`config.mk`:
```
export PLATFORM = sky130hd
export DESIGN_NAME = product_accumulator
export DESIGN_NICKNAME = d
export VERILOG_FILES = /design/src/rtl/product_accumulator.sv
export SDC_FILE = /design/constraint.sdc
export NUM_CORES = 1
export LEC_CHECK = 0
export CAP_MARGIN = 5
export CORE_MARGIN = 2
export CORE_UTILIZATION = 60
export DETAILED_ROUTE_END_ITERATION = 16
export GPL_ROUTABILITY_DRIVEN = 0
export MAX_ROUTING_LAYER = met4
export PLACE_DENSITY = 0.82
export SLEW_MARGIN = 40
export SYNTH_ARGS = -nofsm -noshare
export SYNTH_HDL_FRONTEND = slang
export SYNTH_SLANG_ARGS = --single-unit
export TNS_END_PERCENT = 5
```
`constraint.sdc`:
```
create_clock -name clk -period 4.9 [get_ports clk]
set_clock_uncertainty 0.15 [all_clocks]
set_input_delay 1.47 -clock clk [delete_from_list [all_inputs] [get_ports clk]]
set_output_delay 1.47 -clock clk [all_outputs]
set_load 0.005 [all_outputs]
```
`src/rtl/product_accumulator.sv`:
```
// -----------------------------------------------------------------------------
// product_accumulator
//
// Purpose:
//   Consumer end of the sign-magnitude multiplier output bus for one neuron
//   MAC lane. Wide (2*BIT-1) sign-magnitude products are summed in a
//   saturating two's-complement accumulator. The closed sum is then rounded
//   half away from zero, rescaled from 2*FRAC to FRAC fractional bits and
//   saturated back to a BIT-wide sign-magnitude word.
//
// Ports:
//   clk     in   rising-edge clock
//   rst_n   in   asynchronous active-low reset
//   iClear  in   synchronous abort: drop partial sum, return to IDLE
//   iValid  in   iProd/iLast valid
//   oReady  out  block accepts a beat this cycle (IDLE or ACC)
//   iProd   in   [2*BIT-2] sign, [2*BIT-3:0] magnitude
//   iLast   in   accepted beat closes the sum
//   oValid  out  oNum valid
//   iReady  in   downstream takes oNum
//   oNum    out  [BIT-1] sign, [BIT-2:0] magnitude
//   oSat    out  result or accumulator clipped (qualified by oValid)
//   oCount  out  beats in current/last sum
//   oState  out  FSM state for debug: 0 IDLE, 1 ACC, 2 ROUND, 3 HOLD
//
// Configuration:
//   RELU_EN  when defined, a negative sum produces oNum = 0 in ROUND; that
//            clip does not raise oSat (positive saturation still does).
//
// Handshake: a beat transfers on a rising edge where iValid & oReady are both
// high; a result transfers on a rising edge where oValid & iReady are both
// high. oNum/oSat stay stable while oValid is high and iReady is low.
// -----------------------------------------------------------------------------
module product_accumulator #(
  parameter int BIT       = 16,
  parameter int FRAC      = 10,
  parameter int ACC_W     = 36,
  parameter int MAX_TERMS = 1024
) (
  input  logic                           clk,
  input  logic                           rst_n,
  input  logic                           iClear,
  input  logic                           iValid,
  output logic                           oReady,
  input  logic [2*BIT-2:0]               iProd,
  input  logic                           iLast,
  output logic                           oValid,
  input  logic                           iReady,
  output logic [BIT-1:0]                 oNum,
  output logic                           oSat,
  output logic [$clog2(MAX_TERMS+1)-1:0] oCount,
  output logic [1:0]                     oState
);

  localparam int MW = 2*BIT-2;                 // product magnitude width
  localparam int CW = $clog2(MAX_TERMS+1);     // beat counter width

  // Saturation bounds, expressed one bit wider than the accumulator so the
  // raw sum can be compared before it is clamped.
  localparam logic signed [ACC_W:0] ACC_MAX_EXT = {2'b00, {(ACC_W-1){1'b1}}};
  localparam logic signed [ACC_W:0] ACC_MIN_EXT = {2'b11, {(ACC_W-2){1'b0}}, 1'b1};
  localparam logic [ACC_W-1:0]      ACC_ONE     = ACC_W'(1);
  localparam logic [ACC_W:0]        RND_HALF    = (ACC_W+1)'(1) << (FRAC-1);
  localparam logic [ACC_W:0]        OUT_MAX     = (ACC_W+1)'((2**(BIT-1))-1);
  localparam logic [CW-1:0]         CNT_ONE     = CW'(1);
  localparam logic [CW-1:0]         CNT_LIMIT   = CW'(MAX_TERMS);

  typedef enum logic [1:0] {
    S_IDLE  = 2'd0,
    S_ACC   = 2'd1,
    S_ROUND = 2'd2,
    S_HOLD  = 2'd3
  } state_t;

  state_t            state_q;
  logic [ACC_W-1:0]  acc_q;
  logic              ovf_q;
  logic [CW-1:0]     count_q;
  logic              valid_q;
  logic [BIT-1:0]    num_q;
  logic              sat_q;

  // Combinational next values
  logic [ACC_W-1:0]        mag_ext_d;
  logic [ACC_W-1:0]        term_d;
  logic signed [ACC_W:0]   sum_ext_d;
  logic [ACC_W-1:0]        acc_sum_d;
  logic                    add_ovf_d;
  logic [CW-1:0]           count_inc_d;
  logic [ACC_W-1:0]        acc_mag_d;
  logic [ACC_W:0]          rnd_full_d;
  logic [BIT-2:0]          rnd_mag_d;
  logic                    rnd_clip_d;
  logic [BIT-1:0]          rnd_num_d;
  logic                    rnd_sat_d;

  // ---------------------------------------------------------------------------
  // Term conversion and saturating add
  // ---------------------------------------------------------------------------
  always_comb begin
    mag_ext_d = {{(ACC_W-MW){1'b0}}, iProd[MW-1:0]};
    // Negating a zero magnitude yields zero, so -0 naturally becomes 0.
    term_d    = iProd[MW] ? (~mag_ext_d + ACC_ONE) : mag_ext_d;

    sum_ext_d = {acc_q[ACC_W-1], acc_q} + {term_d[ACC_W-1], term_d};
    acc_sum_d = sum_ext_d[ACC_W-1:0];
    add_ovf_d = 1'b0;
    // Clamp is symmetric: the most negative code is never stored, which keeps
    // |acc| representable in ACC_W bits for the rounding stage.
    if (sum_ext_d > ACC_MAX_EXT) begin
      acc_sum_d = ACC_MAX_EXT[ACC_W-1:0];
      add_ovf_d = 1'b1;
    end else if (sum_ext_d < ACC_MIN_EXT) begin
      acc_sum_d = ACC_MIN_EXT[ACC_W-1:0];
      add_ovf_d = 1'b1;
    end

    count_inc_d = count_q + CNT_ONE;
  end

  // ---------------------------------------------------------------------------
  // Round half away from zero on the magnitude, rescale, clip
  // ---------------------------------------------------------------------------
  always_comb begin
    acc_mag_d  = acc_q[ACC_W-1] ? (~acc_q + ACC_ONE) : acc_q;
    rnd_full_d = ({1'b0, acc_mag_d} + RND_HALF) >> FRAC;
    rnd_clip_d = (rnd_full_d > OUT_MAX);
    rnd_mag_d  = rnd_clip_d ? OUT_MAX[BIT-2:0] : rnd_full_d[BIT-2:0];

`ifdef RELU_EN
    if (acc_q[ACC_W-1]) begin
      rnd_num_d = '0;
      rnd_sat_d = 1'b0;
    end else begin
      rnd_num_d = {1'b0, rnd_mag_d};
      rnd_sat_d = rnd_clip_d;
    end
`else
    // A result that rounds to zero is always emitted as +0.
    rnd_num_d = {acc_q[ACC_W-1] & (rnd_mag_d != '0), rnd_mag_d};
    rnd_sat_d = rnd_clip_d;
`endif
  end

  // ---------------------------------------------------------------------------
  // Control FSM with registered outputs
  // ---------------------------------------------------------------------------
  always_ff @(posedge clk or negedge rst_n) begin
    if (!rst_n) begin
      state_q <= S_IDLE;
      acc_q   <= '0;
      ovf_q   <= 1'b0;
      count_q <= '0;
      valid_q <= 1'b0;
      num_q   <= '0;
      sat_q   <= 1'b0;
    end else if (iClear) begin
      // Abort wins over everything, including a beat offered the same cycle.
      state_q <= S_IDLE;
      acc_q   <= '0;
      ovf_q   <= 1'b0;
      count_q <= '0;
      valid_q <= 1'b0;
      sat_q   <= 1'b0;
    end else begin
      case (state_q)
        S_IDLE: begin
          if (iValid) begin
            acc_q   <= term_d;
            ovf_q   <= 1'b0;
            count_q <= CNT_ONE;
            state_q <= (iLast || (CNT_ONE == CNT_LIMIT)) ? S_ROUND : S_ACC;
          end
        end
        S_ACC: begin
          if (iValid) begin
            acc_q   <= acc_sum_d;
            ovf_q   <= ovf_q | add_ovf_d;
            count_q <= count_inc_d;
            // Length limit forces a close even without iLast.
            if (iLast || (count_inc_d == CNT_LIMIT)) begin
              state_q <= S_ROUND;
            end
          end
        end
        S_ROUND: begin
          num_q   <= rnd_num_d;
          sat_q   <= rnd_sat_d | ovf_q;
          valid_q <= 1'b1;
          state_q <= S_HOLD;
        end
        S_HOLD: begin
          if (iReady) begin
            valid_q <= 1'b0;
            state_q <= S_IDLE;
          end
        end
        default: begin
          state_q <= S_IDLE;
        end
      endcase
    end
  end

  assign oReady = (state_q == S_IDLE) || (state_q == S_ACC);
  assign oValid = valid_q;
  assign oNum   = num_q;
  assign oSat   = sat_q;
  assign oCount = count_q;
  assign oState = state_q;

endmodule

```
==> run metrics, run 1 <==
Yosys top cell by area=dfrtp_1; Post-Syn Area per Cell=7.555 um2; EDFF count, synth=0; IO Port Bufs=68; Post-DP HPWL=22490 um; Last stage=global routing; Cell Area, Synth=0.008174 mm2; root buffer cell=clkbuf_16; Initial Utilization=0.6148; Die Height=120.7 um; GRT worst endpoint=ovf_q$_DFFE_PN0P_/D; synth warn=0; outcome=stopped before the end; Total GRT Usage=0.7196; commonest register cell after synthesis=dfrtp_1; H-tree levels=3; Post-Syn Instances=1082; hold_buf cts=0; Synth async-reset ratio=1.000; TritonCTS Sinks=68; CTS Buf Count=9; Rows=42; Worst-path end type=register input; Log Error=[ERROR GRT-0232] Routing congestion too high. Check the congestion heatmap in the GUI.; Yosys top cell area share=0.2082; post-place setup slack=-2137 ps; Post-Syn Nets=1165; chip width=120.7 um; largest net degree at the start of global routing=31; maximum buffer depth of the clock tree=2; Seq/Total Area, Yosys=0.2082; synth unique cells=78; largest cells by area after synthesis=dfrtp_1 21%, ha_1 6.9%, o21ai_0 5.4%, xnor2_1 5.3%, nand2_1 4.5%; grt ovf=26; Ports=69; number of synthesized register bits=68
## what timing repair did
action	4_1_cts
endpoints found under the setup margin	37
pin swaps	49
buffers inserted	23
resized for setup	139
hold endpoints to repair	0
cloned	1
## stage by stage
stage	utilization	std cells	hold slack, ps	cell area (um2)	setup TNS, ps
after detailed placement	0.8128	1508	347.5	10810	-73260
after floorplan	-	1082	320.4	8299	-39520
after global placement	0.8127	1508	338.0	10810	-66110
after CTS	0.8755	1548	359.8	11640	-36180
## cells in the mapped netlist, types with 18 or more instances
master / number
a21oi_1: 69
a221o_1: 21
a31oi_1: 30
and2_1: 19
clkbuf_1: 56
dfrtp_1: 68
ha_1: 45
inv_1: 40
maj3_1: 20
nand2_1: 99
nand3_1: 31
nand4_1: 18
nor2_1: 95
nor4_1: 19
o21ai_0: 88
o31ai_1: 19
xnor2_1: 49
xor2_1: 26
## layer usage
layer	GRT overflow	GRT usage
met2	16	0.8831
met5	-	-
met4	10	0.6824
met3	0	0.5170
met1	0	0.7248
## logic make-up after synthesis
| logic type | Yosys count | synth area share |
|---|---|---|
| AO/OA/AOI/OAI | 367 | 0.3060 |
| adder cells (fa/ha/maj) | 66 | 0.09582 |
| flip-flops | 68 | 0.2082 |
| XOR/XNOR | 75 | 0.08036 |
| AND/OR/NAND/NOR | 391 | 0.2446 |
| multiplexers | 11 | 0.01393 |
| buffers and inverters | 104 | 0.05112 |
==> run 2: changes to the inputs <==
- CORE_UTILIZATION: 60 -> 40
- MAX_ROUTING_LAYER: met4 -> default
- PLACE_DENSITY: 0.82 -> default
- PLACE_DENSITY_LB_ADDON: default -> 0.15
==> run metrics, run 2 <==
RSZ-0062 raised after global routing=true; FF-to-FF path depth=11; Data arrival, critical path=5960 ps; wire per inst=18.11 um; Area growth syn-to-layout=45.98%; crit start category=input port; Post-Syn Area per Cell=7.555 um2 (unchanged); synth warn=0 (unchanged); highest clock rate=169.7 MHz; DRC violation total after the first TritonRoute iteration=679; Post-Syn Instances=1082 (unchanged); n_diodes=0; largest net degree at the start of global routing=69; Clock Latency Late Sink=350 ps; Post-DP HPWL=22690 um (was 22490 um); commonest register cell after synthesis=dfrtp_1 (unchanged); Leakage Power=5.151 nW; design area=0.01193 mm2; Slew Limit Fails=0; vias per inst=5.863; max incr delay on CP=400 ps; remaining antenna violation count=0; Seq/Total Area, Yosys=0.2082 (unchanged); mux cell area share after synthesis=0.01393 (unchanged); Ports=69 (unchanged); drt total wl=29880 um; CTS Buf Count=9 (unchanged); max FFs per register=36; DP Cell Count=1616 (was 1508); Register Area=0.001702 mm2; DR DRC count=0; critical path type=in2reg; largest cells by area after synthesis=dfrtp_1 21%, ha_1 6.9%, o21ai_0 5.4%, xnor2_1 5.3%, nand2_1 4.5% (unchanged); Total GRT Usage=0.2773; register with the most flip-flops=acc_q; root buffer cell=clkbuf_16 (unchanged); transition time of the tightest slew-check pin=700.6 ps; CTS tree=done; fin crit period=5893 ps; grt ovf=0; relative slew slack=0.5268; Crit. End Element=flip-flop; Final nets=1458; hold depth=1; H-tree levels=3 (unchanged); drt pass-1 iters=4; Crit path required time=4970 ps; Yosys top cell by area=dfrtp_1 (unchanged); commonest non-fill, non-tap cell in the layout=buf_4; most frequent cells in the layout=264 x buf_4, 94 x nand2_1, 92 x nor2_1, 80 x o21ai_0, 68 x dfrtp_1; multi-input logic area=0.006563 mm2; power per cell area=591.3 mW/mm2; Reg clk slew, reported paths=60 ps; Post-DP Area=0.01104 mm2 (was 0.01081 mm2); fillcell total=1879; initial antenna violation count=0; chip width=147.0 um (was 120.7 um); Die Height=147.0 um (was 120.7 um); die area=0.02159 mm2; final hold vios=0; Cell Area, Synth=0.008174 mm2 (unchanged); Post-Syn Nets=1165 (unchanged); synth unique cells=78 (unchanged); core area=0.02017 mm2; first-pass GRT wire length=47860 um; maximum buffer depth of the clock tree=2 (unchanged); Final Instance Count excl. Fillers=1650; Rows=52 (was 42); CP max-delay cell=or3_4; vias in the first global route=9282; MaxCap Viol Count=0; Synth async-reset ratio=1.000 (unchanged); outcome=finished with violations (was stopped before the end); Adder-Cell Fraction of Synth Area=0.09582 (unchanged); CP max FO=3; Synth Area in XOR/XNOR=0.08036 (unchanged); worst vdd ir=0.0005165 V; dominant cell by count in the synthesized netlist=nand2_1 (unchanged); share of cells above drive strength 1=0.2978; CP cell instances=buf_6 -> nor4_4 -> nand3_2 -> or3_4 -> or3_4 -> buf_4 -> o31ai_4 -> xnor2_2 -> ha_1 -> a21o_1 -> a21o_1 -> a2111oi_2 -> o211ai_1 -> buf_4 -> a2111oi_4 -> and3b_2 -> nand4_1 -> nor4_4 -> a2111oi_1 -> a21oi_1; Final WS setup=-993.4 ps; IO Port Bufs=68 (unchanged); main combinational cell family by area after synthesis=compound AO/OA/AOI/OAI gates (unchanged); violated checks=negative setup slack; Hold Path Class=reg2reg; Compound-Gate Fraction of Synth Area=0.3060 (unchanged); Synth top cells by count=99 x nand2_1, 95 x nor2_1, 88 x o21ai_0, 69 x a21oi_1, 68 x dfrtp_1 (unchanged); Initial Utilization=0.4053 (was 0.6148); number of synthesized register bits=68 (unchanged); Simple-Gate Fraction of Synth Area=0.2446 (unchanged); TritonCTS Sinks=68 (unchanged); endpoints failing setup=37; EDFF count, synth=0 (unchanged); Final period util=1.203; vias=9674; Yosys top cell area share=0.2082 (unchanged)
run 2: cell counts after synthesis:
Identical to the previous run, type by type.
run 2: kinds of logic (layout without fill, tap and decap cells):
family | Yosys count | in the layout
AOI/OAI and AO/OA | 367 | 367
DFF | 68 | 68
and+or+nand+nor | 391 | 391
adders and majority gates | 66 | 66
muxes | 11 | 11
xor gates and xnor gates | 75 | 75
buffers and inverters | 104 | 402
run 2: routing by layer:
| metal | vias to the layer above | GRT usage | share of wire |
|---|---|---|---|
| li1 | 4696 | - | - |
| met1 | 4577 | 0.3617 | 0.43 |
| met2 | 334 | 0.4580 | 0.47 |
| met3 | 67 | 0.03820 | 0.058 |
| met4 | 0 | 0.1255 | 0.038 |
| met5 | - | 0 | 0 |
run 2: per-stage QoR:
stage / TNS (ps) / hold slack (ps) / power (mW) / utilization / setup WS (ps)
3_5_place_dp: -71550 / 353.5 / 5.736 / 0.5474 / -2083
4_1_cts: -34710 / 368.1 / 6.932 / 0.5865 / -1050
6_report: -32940 / 371.2 / 7.055 / 0.5916 / -993.4
3_3_place_gp: -68180 / 346.0 / 5.673 / 0.5472 / -2021
2_1_floorplan: -39520 / 320.4 / 3.667 / - / -1170
5_1_grt: -39740 / 401.3 / 7.552 / 0.5916 / -1191
run 2: final timing paths:
kind / from / endpoint / slack (ps)
setup / recovery: iProd[5] / acc_q[0]$_DFFE_PN0P_ / -990
hold / removal: oNum[8]$_DFFE_PN0P_ / oNum[8]$_DFFE_PN0P_ / 370
setup reg to reg: acc_q[0]$_DFFE_PN0P_ / oNum[7]$_DFFE_PN0P_ / 300
hold reg to reg: oNum[8]$_DFFE_PN0P_ / oNum[8]$_DFFE_PN0P_ / 370
max in group asynchronous: rst_n / ovf_q$_DFFE_PN0P_ / 3140
min in group asynchronous: rst_n / oNum[5]$_DFFE_PN0P_ / 980
run 2: cell type report:
| type | instances | area share |
|---|---|---|
| clock inverter | 4 | 0.007969 |
| clock buffer | 12 | 0.02150 |
| inverter | 40 | 0.01258 |
| sequential | 68 | 0.1426 |
| tap | 270 | 0.02831 |
| timing repair buffer | 346 | 0.2371 |
| multi-input combinational | 910 | 0.5500 |
run 2: timing repair:
| item | in CTS | in global routing |
|---|---|---|
| pin swaps | 61 | 22 |
| buffers inserted | 13 | 4 |
| hold buffers | 0 | 0 |
| resized for setup | 140 | 11 |
| cloned | 1 | 0 |
| endpoints found under the setup margin | 37 | 37 |
| endpoints found under the hold margin | 0 | 0 |
run 2: power by group:
part           switching, mW  leakage, nW  total [mW]  internal [mW]
combinational           2.71         4.13        5.25           2.54
sequential             0.269        0.851        1.00          0.731
clock                  0.283        0.173       0.809          0.525
run 2: worst max-delay path, delay by kind of cell:
kind | cells | cell delay, ps
AND/OR/NAND/NOR | 7 | 1790
AO/OA/AOI/OAI | 8 | 1780
buffers and inverters | 3 | 480
adder cells (fa/ha/maj) | 1 | 270
XOR/XNOR | 1 | 160
(Power assumes the default switching activity.)
==> run 3: changes to the inputs <==
- DONT_BUFFER_PORTS: default -> 1
==> run metrics, run 3 (synthesis results as in run 2) <==
highest clock rate=164.9 MHz (was 169.7 MHz); Initial Utilization=0.4053 (unchanged); drt pass-1 iters=6 (was 4); vias in the first global route=8538 (was 9282); first-pass GRT wire length=45760 um (was 47860 um); wire per inst=18.89 um (was 18.11 um); Final nets=1350 (was 1458); critical path type=in2reg (unchanged); hold_buf cts=0 (unchanged); post-place setup slack=-1647 ps (was -2083 ps); Top cell by count, worst path=or3_4; chip width=147.0 um (unchanged); max FFs per register=36 (unchanged); Pint=3.484 mW (was 3.794 mW); relative slew slack=0.5207 (was 0.5268); CP cell instances=nor4_4 -> nand3_2 -> or3_4 -> or3_4 -> or3_4 -> o21ai_4 -> xnor2_2 -> ha_1 -> buf_4 -> nand2_4 -> o21a_1 -> o31ai_1 -> a21o_1 -> o311ai_4 -> and4_4 -> buf_12 -> nor3_4 -> buf_2 -> maj3_1 -> a221o_1 (was buf_6 -> nor4_4 -> nand3_2 -> or3_4 -> or3_4 -> buf_4 -> o31ai_4 -> xnor2_2 -> ha_1 -> a21o_1 -> a21o_1 -> a2111oi_2 -> o211ai_1 -> buf_4 -> a2111oi_4 -> and3b_2 -> nand4_1 -> nor4_4 -> a2111oi_1 -> a21oi_1); Die Height=147.0 um (unchanged); Critical R2R Capture=oNum[7]$_DFFE_PN0P_ (unchanged); Crit. End Element=flip-flop (unchanged); Slew Limit Fails=0 (unchanged); power per cell area=611.1 mW/mm2 (was 591.3 mW/mm2); violated checks=negative setup slack (unchanged); Reg clk slew, reported paths=70 ps (was 60 ps); crit path to=acc_q[15]$_DFFE_PN0P_ (was acc_q[0]$_DFFE_PN0P_); CTS tree=done (unchanged); drt total wl=29130 um (was 29880 um); setup TNS=-38590 ps (was -32940 ps); H-tree levels=3 (unchanged); Clock power frac=0.120 (was 0.115); root buffer cell=clkbuf_16 (unchanged); IO Port Bufs=0 (was 68); Total GRT Usage=0.2662 (was 0.2773); worst vdd ir=0.0003450 V (was 0.0005165 V); outcome=finished with violations (unchanged); Final Instance Count excl. Fillers=1542 (was 1650); P_sw=3.107 mW (was 3.261 mW); fin crit period=6066 ps (was 5893 ps); endpoints failing setup=37 (unchanged); Area growth syn-to-layout=31.94% (was 45.98%); DR DRC count=0 (unchanged); Reg power frac=0.151 (was 0.142); most frequent cells in the layout=229 x buf_4, 96 x nand2_1, 90 x nor2_1, 76 x o21ai_0, 68 x dfrtp_1 (was 264 x buf_4, 94 x nand2_1, 92 x nor2_1, 80 x o21ai_0, 68 x dfrtp_1); Ports=69 (unchanged); final hold vios=0 (unchanged); FF-to-FF Start=acc_q[0]$_DFFE_PN0P_ (unchanged); vias=9081 (was 9674); buffers and inverters on the worst path=3 (unchanged); CP max-delay cell=or3_4 (unchanged); Final period util=1.238 (was 1.203); R2R setup slack=280 ps (was 300 ps); Data arrival, critical path=6150 ps (was 5960 ps); n_diodes=0 (unchanged); FF-to-FF path depth=11 (unchanged); largest net degree at the start of global routing=69 (unchanged); RSZ-0062 raised after global routing=true (unchanged); Crit. path cell count=20 (unchanged); CTS Buf Count=9 (unchanged); crit start category=input port (unchanged); vias per inst=5.889 (was 5.863); share of cells above drive strength 1=0.2571 (was 0.2978); Crit path required time=4990 ps (was 4970 ps); initial antenna violation count=0 (unchanged); Clock Latency Late Sink=350 ps (about the same); die area=0.02159 mm2 (unchanged); Leakage Power=4.616 nW (was 5.151 nW); transition time of the tightest slew-check pin=711.4 ps (was 700.6 ps); CP top delay family=simple AND/OR/NAND/NOR gates (unchanged); remaining antenna violation count=0 (unchanged); maximum buffer depth of the clock tree=2 (unchanged); MaxCap Viol Count=0 (unchanged); max incr delay on CP=450 ps (was 400 ps); DP Cell Count=1519 (was 1616); TritonCTS Sinks=68 (unchanged); register with the most flip-flops=acc_q (unchanged); sw frac=0.4714 (was 0.4622); logic gate share of total power=0.728 (was 0.744); commonest non-fill, non-tap cell in the layout=buf_4 (unchanged); grt ovf=0 (unchanged); Final WS setup=-1166 ps (was -993.4 ps); DRC violation total after the first TritonRoute iteration=529 (was 679); Rows=52 (unchanged); Hold Path Class=reg2reg (unchanged); CP startpoint=iProd[4] (was iProd[5]); Post-DP HPWL=22320 um (was 22690 um); core area=0.02017 mm2 (unchanged); CP max FO=5 (was 3)
## run 3: cell type report
type	instances	area (um2)
fillers	1963	9384
multi-input cells	910	6401
repair buffers	238	1844
flip-flops and latches	68	1702
well taps	270	337.8
clock buffers	10	239.0
inverters	40	150.1
clock inverters	6	111.4
## run 3: how the worst min path moves through the flow
stage / startpoint / endpoint / slack [ps] / cells after the start
after floorplan: acc_q[5]$_DFFE_PN0P_ / acc_q[5]$_DFFE_PN0P_ / 320 / 2
after global placement: acc_q[5]$_DFFE_PN0P_ / acc_q[5]$_DFFE_PN0P_ / 350 / 2
after detailed placement: acc_q[5]$_DFFE_PN0P_ / acc_q[5]$_DFFE_PN0P_ / 370 / 2
after CTS: acc_q[5]$_DFFE_PN0P_ / acc_q[5]$_DFFE_PN0P_ / 380 / 2
after global routing: oNum[8]$_DFFE_PN0P_ / oNum[8]$_DFFE_PN0P_ / 410 / 1
final: acc_q[5]$_DFFE_PN0P_ / acc_q[5]$_DFFE_PN0P_ / 380 / 2
## run 3: worst min-delay path: stages (launching register included)
cell	delay (ps)
dfrtp_1	360
nand2_1	50
o21ai_1	70
## run 3: power by group through the flow
stage | sequential, mW | clock, mW | combinational (mW)
after floorplan | 0.875 | 0 | 2.79
after global routing | 1.03 | 0.829 | 5.22
after CTS | 0.993 | 0.801 | 4.64
final | 0.998 | 0.794 | 4.80
after global placement | 0.995 | 0 | 4.51
after detailed placement | 1.00 | 0 | 4.53
## run 3: layer usage
layer | share of wire | track usage | up-vias
met2 | 0.47 | 0.4415 | 259
li1 | - | - | 4480
met3 | 0.049 | 0.03043 | 48
met5 | 0 | 0 | -
met4 | 0.028 | 0.08846 | 0
met1 | 0.45 | 0.3624 | 4294
## run 3: what timing repair did
item,CTS,global route
setup buffers,2,4
pin swaps,17,12
gates resized for setup,30,23
gates cloned,0,1
setup endpoints to repair,37,37
## run 3: stage by stage
stage / hold WS (ps) / area, um2 / power [mW] / util
finish: 377.5 / 10790 / 6.591 / 0.5347
floorplan: 320.4 / 8299 / 3.667 / -
detailed placement: 365.5 / 10160 / 5.536 / 0.5040
global route: 412.6 / 10790 / 7.073 / 0.5347
CTS: 383.2 / 10630 / 6.439 / 0.5271
global placement: 349.0 / 10150 / 5.509 / 0.5030
==> run 4: changes to the inputs <==
- CORE_UTILIZATION: 40 -> 23
- clock period: 4.9 -> 5.3 ns (I/O delays scaled with it)
==> run metrics, run 4 (synthesis results as in run 2) <==
Final period util=1.154; critical path type=in2reg (unchanged); worst vdd ir=0.0002122 V (was 0.0003450 V); fin crit period=6115 ps; CTS Buf Count=9 (unchanged); Reg power frac=0.153 (was 0.151); grt ovf=0 (unchanged); Final nets=1362 (was 1350); outcome=finished with violations (unchanged); H-tree levels=3 (unchanged); DRC violation total after the first TritonRoute iteration=659 (was 529); wire per inst=19.10 um (was 18.89 um); vias per inst=5.151 (was 5.889); Initial Utilization=0.2315 (was 0.4053); Crit path required time=5380 ps (was 4990 ps); Crit. End Element=flip-flop (unchanged); logic gate share of total power=0.736 (was 0.728); power per cell area=559.7 mW/mm2 (was 611.1 mW/mm2); final hold vios=0 (unchanged); Die Height=192.5 um (was 147.0 um); hold depth=2 (unchanged); drt pass-1 iters=5 (was 6); Clock power frac=0.111 (was 0.120); Area growth syn-to-layout=37.62% (was 31.94%); fillcell total=3722 (was 1963); remaining antenna violation count=0 (unchanged); initial antenna violation count=0 (unchanged); multi-input logic area=0.006569 mm2 (was 0.006401 mm2); P_sw=2.994 mW (was 3.107 mW); Reg clk slew, reported paths=70 ps (about the same); vias in the first global route=8922 (was 8538); crit start category=input port (unchanged); share of cells above drive strength 1=0.2850 (was 0.2571); commonest non-fill, non-tap cell in the layout=buf_4 (unchanged); most frequent cells in the layout=242 x buf_4, 95 x nand2_1, 91 x nor2_1, 78 x o21ai_0, 68 x dfrtp_1 (was 229 x buf_4, 96 x nand2_1, 90 x nor2_1, 76 x o21ai_0, 68 x dfrtp_1); transition time of the tightest slew-check pin=838.9 ps (was 711.4 ps); Pint=3.302 mW (was 3.484 mW); Leakage Power=4.706 nW (was 4.616 nW); Final WS setup=-815.4 ps (was -1166 ps); n_diodes=0 (unchanged); CP max FO=4 (was 5); register with the most flip-flops=acc_q (unchanged); max FFs per register=36 (unchanged); Post-DP Area=0.01043 mm2 (was 0.01016 mm2); Hold Path Class=reg2reg (unchanged); RSZ-0062 raised after global routing=true (unchanged); Ports=69 (unchanged); root buffer cell=clkbuf_16 (unchanged); vias=8988 (was 9081); DR DRC count=0 (unchanged); Rows=69 (was 52); Clock Latency Late Sink=360 ps (was 350 ps); first-pass GRT wire length=51610 um (was 45760 um); IO Port Bufs=0 (unchanged); endpoints failing setup=37 (unchanged); die area=0.03706 mm2 (was 0.02159 mm2); Slew Limit Fails=0 (unchanged); MaxCap Viol Count=0 (unchanged); sw frac=0.4755 (was 0.4714); CTS tree=done (unchanged); TritonCTS Sinks=68 (unchanged); Register Area=0.001702 mm2 (unchanged); core area=0.03531 mm2 (was 0.02017 mm2); drt total wl=33330 um (was 29130 um); highest clock rate=163.5 MHz; Total GRT Usage=0.1817 (was 0.2662); chip width=192.5 um (was 147.0 um); relative slew slack=0.4395 (was 0.5207); Post-DP HPWL=26430 um (was 22320 um); largest net degree at the start of global routing=69 (unchanged); FF-to-FF path depth=11 (unchanged); setup TNS=-25690 ps (was -38590 ps); Data arrival, critical path=6200 ps (was 6150 ps); maximum buffer depth of the clock tree=2 (unchanged); violated checks=negative setup slack (unchanged); design area=0.01125 mm2 (was 0.01079 mm2)
==> run 4: changes by cell type in the layout (fill, tap and decap cells not counted), moves of 4 or more <==
cell / before / now
buf_4: 229 / 242
maj3_1: 19 / 9
maj3_2: 1 / 11
a21oi_1: 66 / 61
a21oi_2: 1 / 6
o21ai_1: 10 / 6
==> run 4: final timing paths <==
kind | to | startpoint | slack, ps
max | ovf_q$_DFFE_PN0P_ | iProd[8] | -820
min | acc_q[5]$_DFFE_PN0P_ | acc_q[5]$_DFFE_PN0P_ | 380
max in group asynchronous | oSat$_DFFE_PN0P_ | rst_n | 4070
max reg2reg | oNum[3]$_DFFE_PN0P_ | acc_q[0]$_DFFE_PN0P_ | 590
min in group asynchronous | oNum[14]$_DFFE_PN0P_ | rst_n | 780
min reg2reg | acc_q[5]$_DFFE_PN0P_ | acc_q[5]$_DFFE_PN0P_ | 380
==> run 4: critical path: stages <==
cell and delay, ps:
nor4_4 240, buf_4 190, nand3_4 100, or3_4 380
or3_4 410, or3_4 410, o21ai_4 150, xnor2_2 150
ha_4 260, a21o_4 220, a2111oi_4 290, o211ai_1 210
buf_4 200, a211o_1 290, a2111o_1 430, nand3_2 120
nor4_4 60, a2111oi_2 380, a311oi_1 80
==> run 4: metrics by stage <==
step / cells / total power, mW / hold WS (ps) / setup WS, ps / utilization
4_1_cts: 1737 / 6.155 / 382.4 / -810.1 / 0.3118
3_5_place_dp: 1716 / 5.241 / 366.6 / -1735 / 0.2953
2_1_floorplan: 1082 / 3.391 / 320.4 / -890.2 / -
3_3_place_gp: 1716 / 5.228 / 355.4 / -1621 / 0.2952
5_1_grt: 1745 / 6.795 / 415.6 / -1083 / 0.3186
6_report: 1745 / 6.296 / 384.1 / -815.4 / 0.3186
==> run 4: repair_timing <==
| action | CTS | global route |
|---|---|---|
| gates cloned | 0 | 0 |
| resized for setup | 52 | 36 |
| endpoints found under the setup margin | 37 | 37 |
| setup buffers | 7 | 9 |
| pin swaps | 37 | 39 |
| hold buffers | 0 | 0 |
==> run 4: final cells by class <==
cell class,instances,area share
inverters,40,0.01335
flip-flops and latches,68,0.1513
clock buffers,12,0.02191
well taps,461,0.05127
clock inverters,4,0.006451
multi-input cells,910,0.5839
repair buffers,250,0.1718
==> run 4: power groups by stage <==
stage / clock [mW] / combinational, mW / sequential, mW
after global placement: 0 / 4.26 / 0.969
after global routing: 0.726 / 5.07 / 1.00
after floorplan: 0 / 2.58 / 0.809
final: 0.698 / 4.64 / 0.962
after detailed placement: 0 / 4.27 / 0.971
after CTS: 0.709 / 4.48 / 0.962
==> run 4: routing by layer <==
metal | part of all wire | global-route usage | up-vias
met1 | 0.47 | 0.2424 | 4284
met5 | 0 | 0 | -
li1 | - | - | 4496
met3 | 0.031 | 0.01982 | 35
met4 | 0.019 | 0.04815 | 0
met2 | 0.48 | 0.3103 | 173
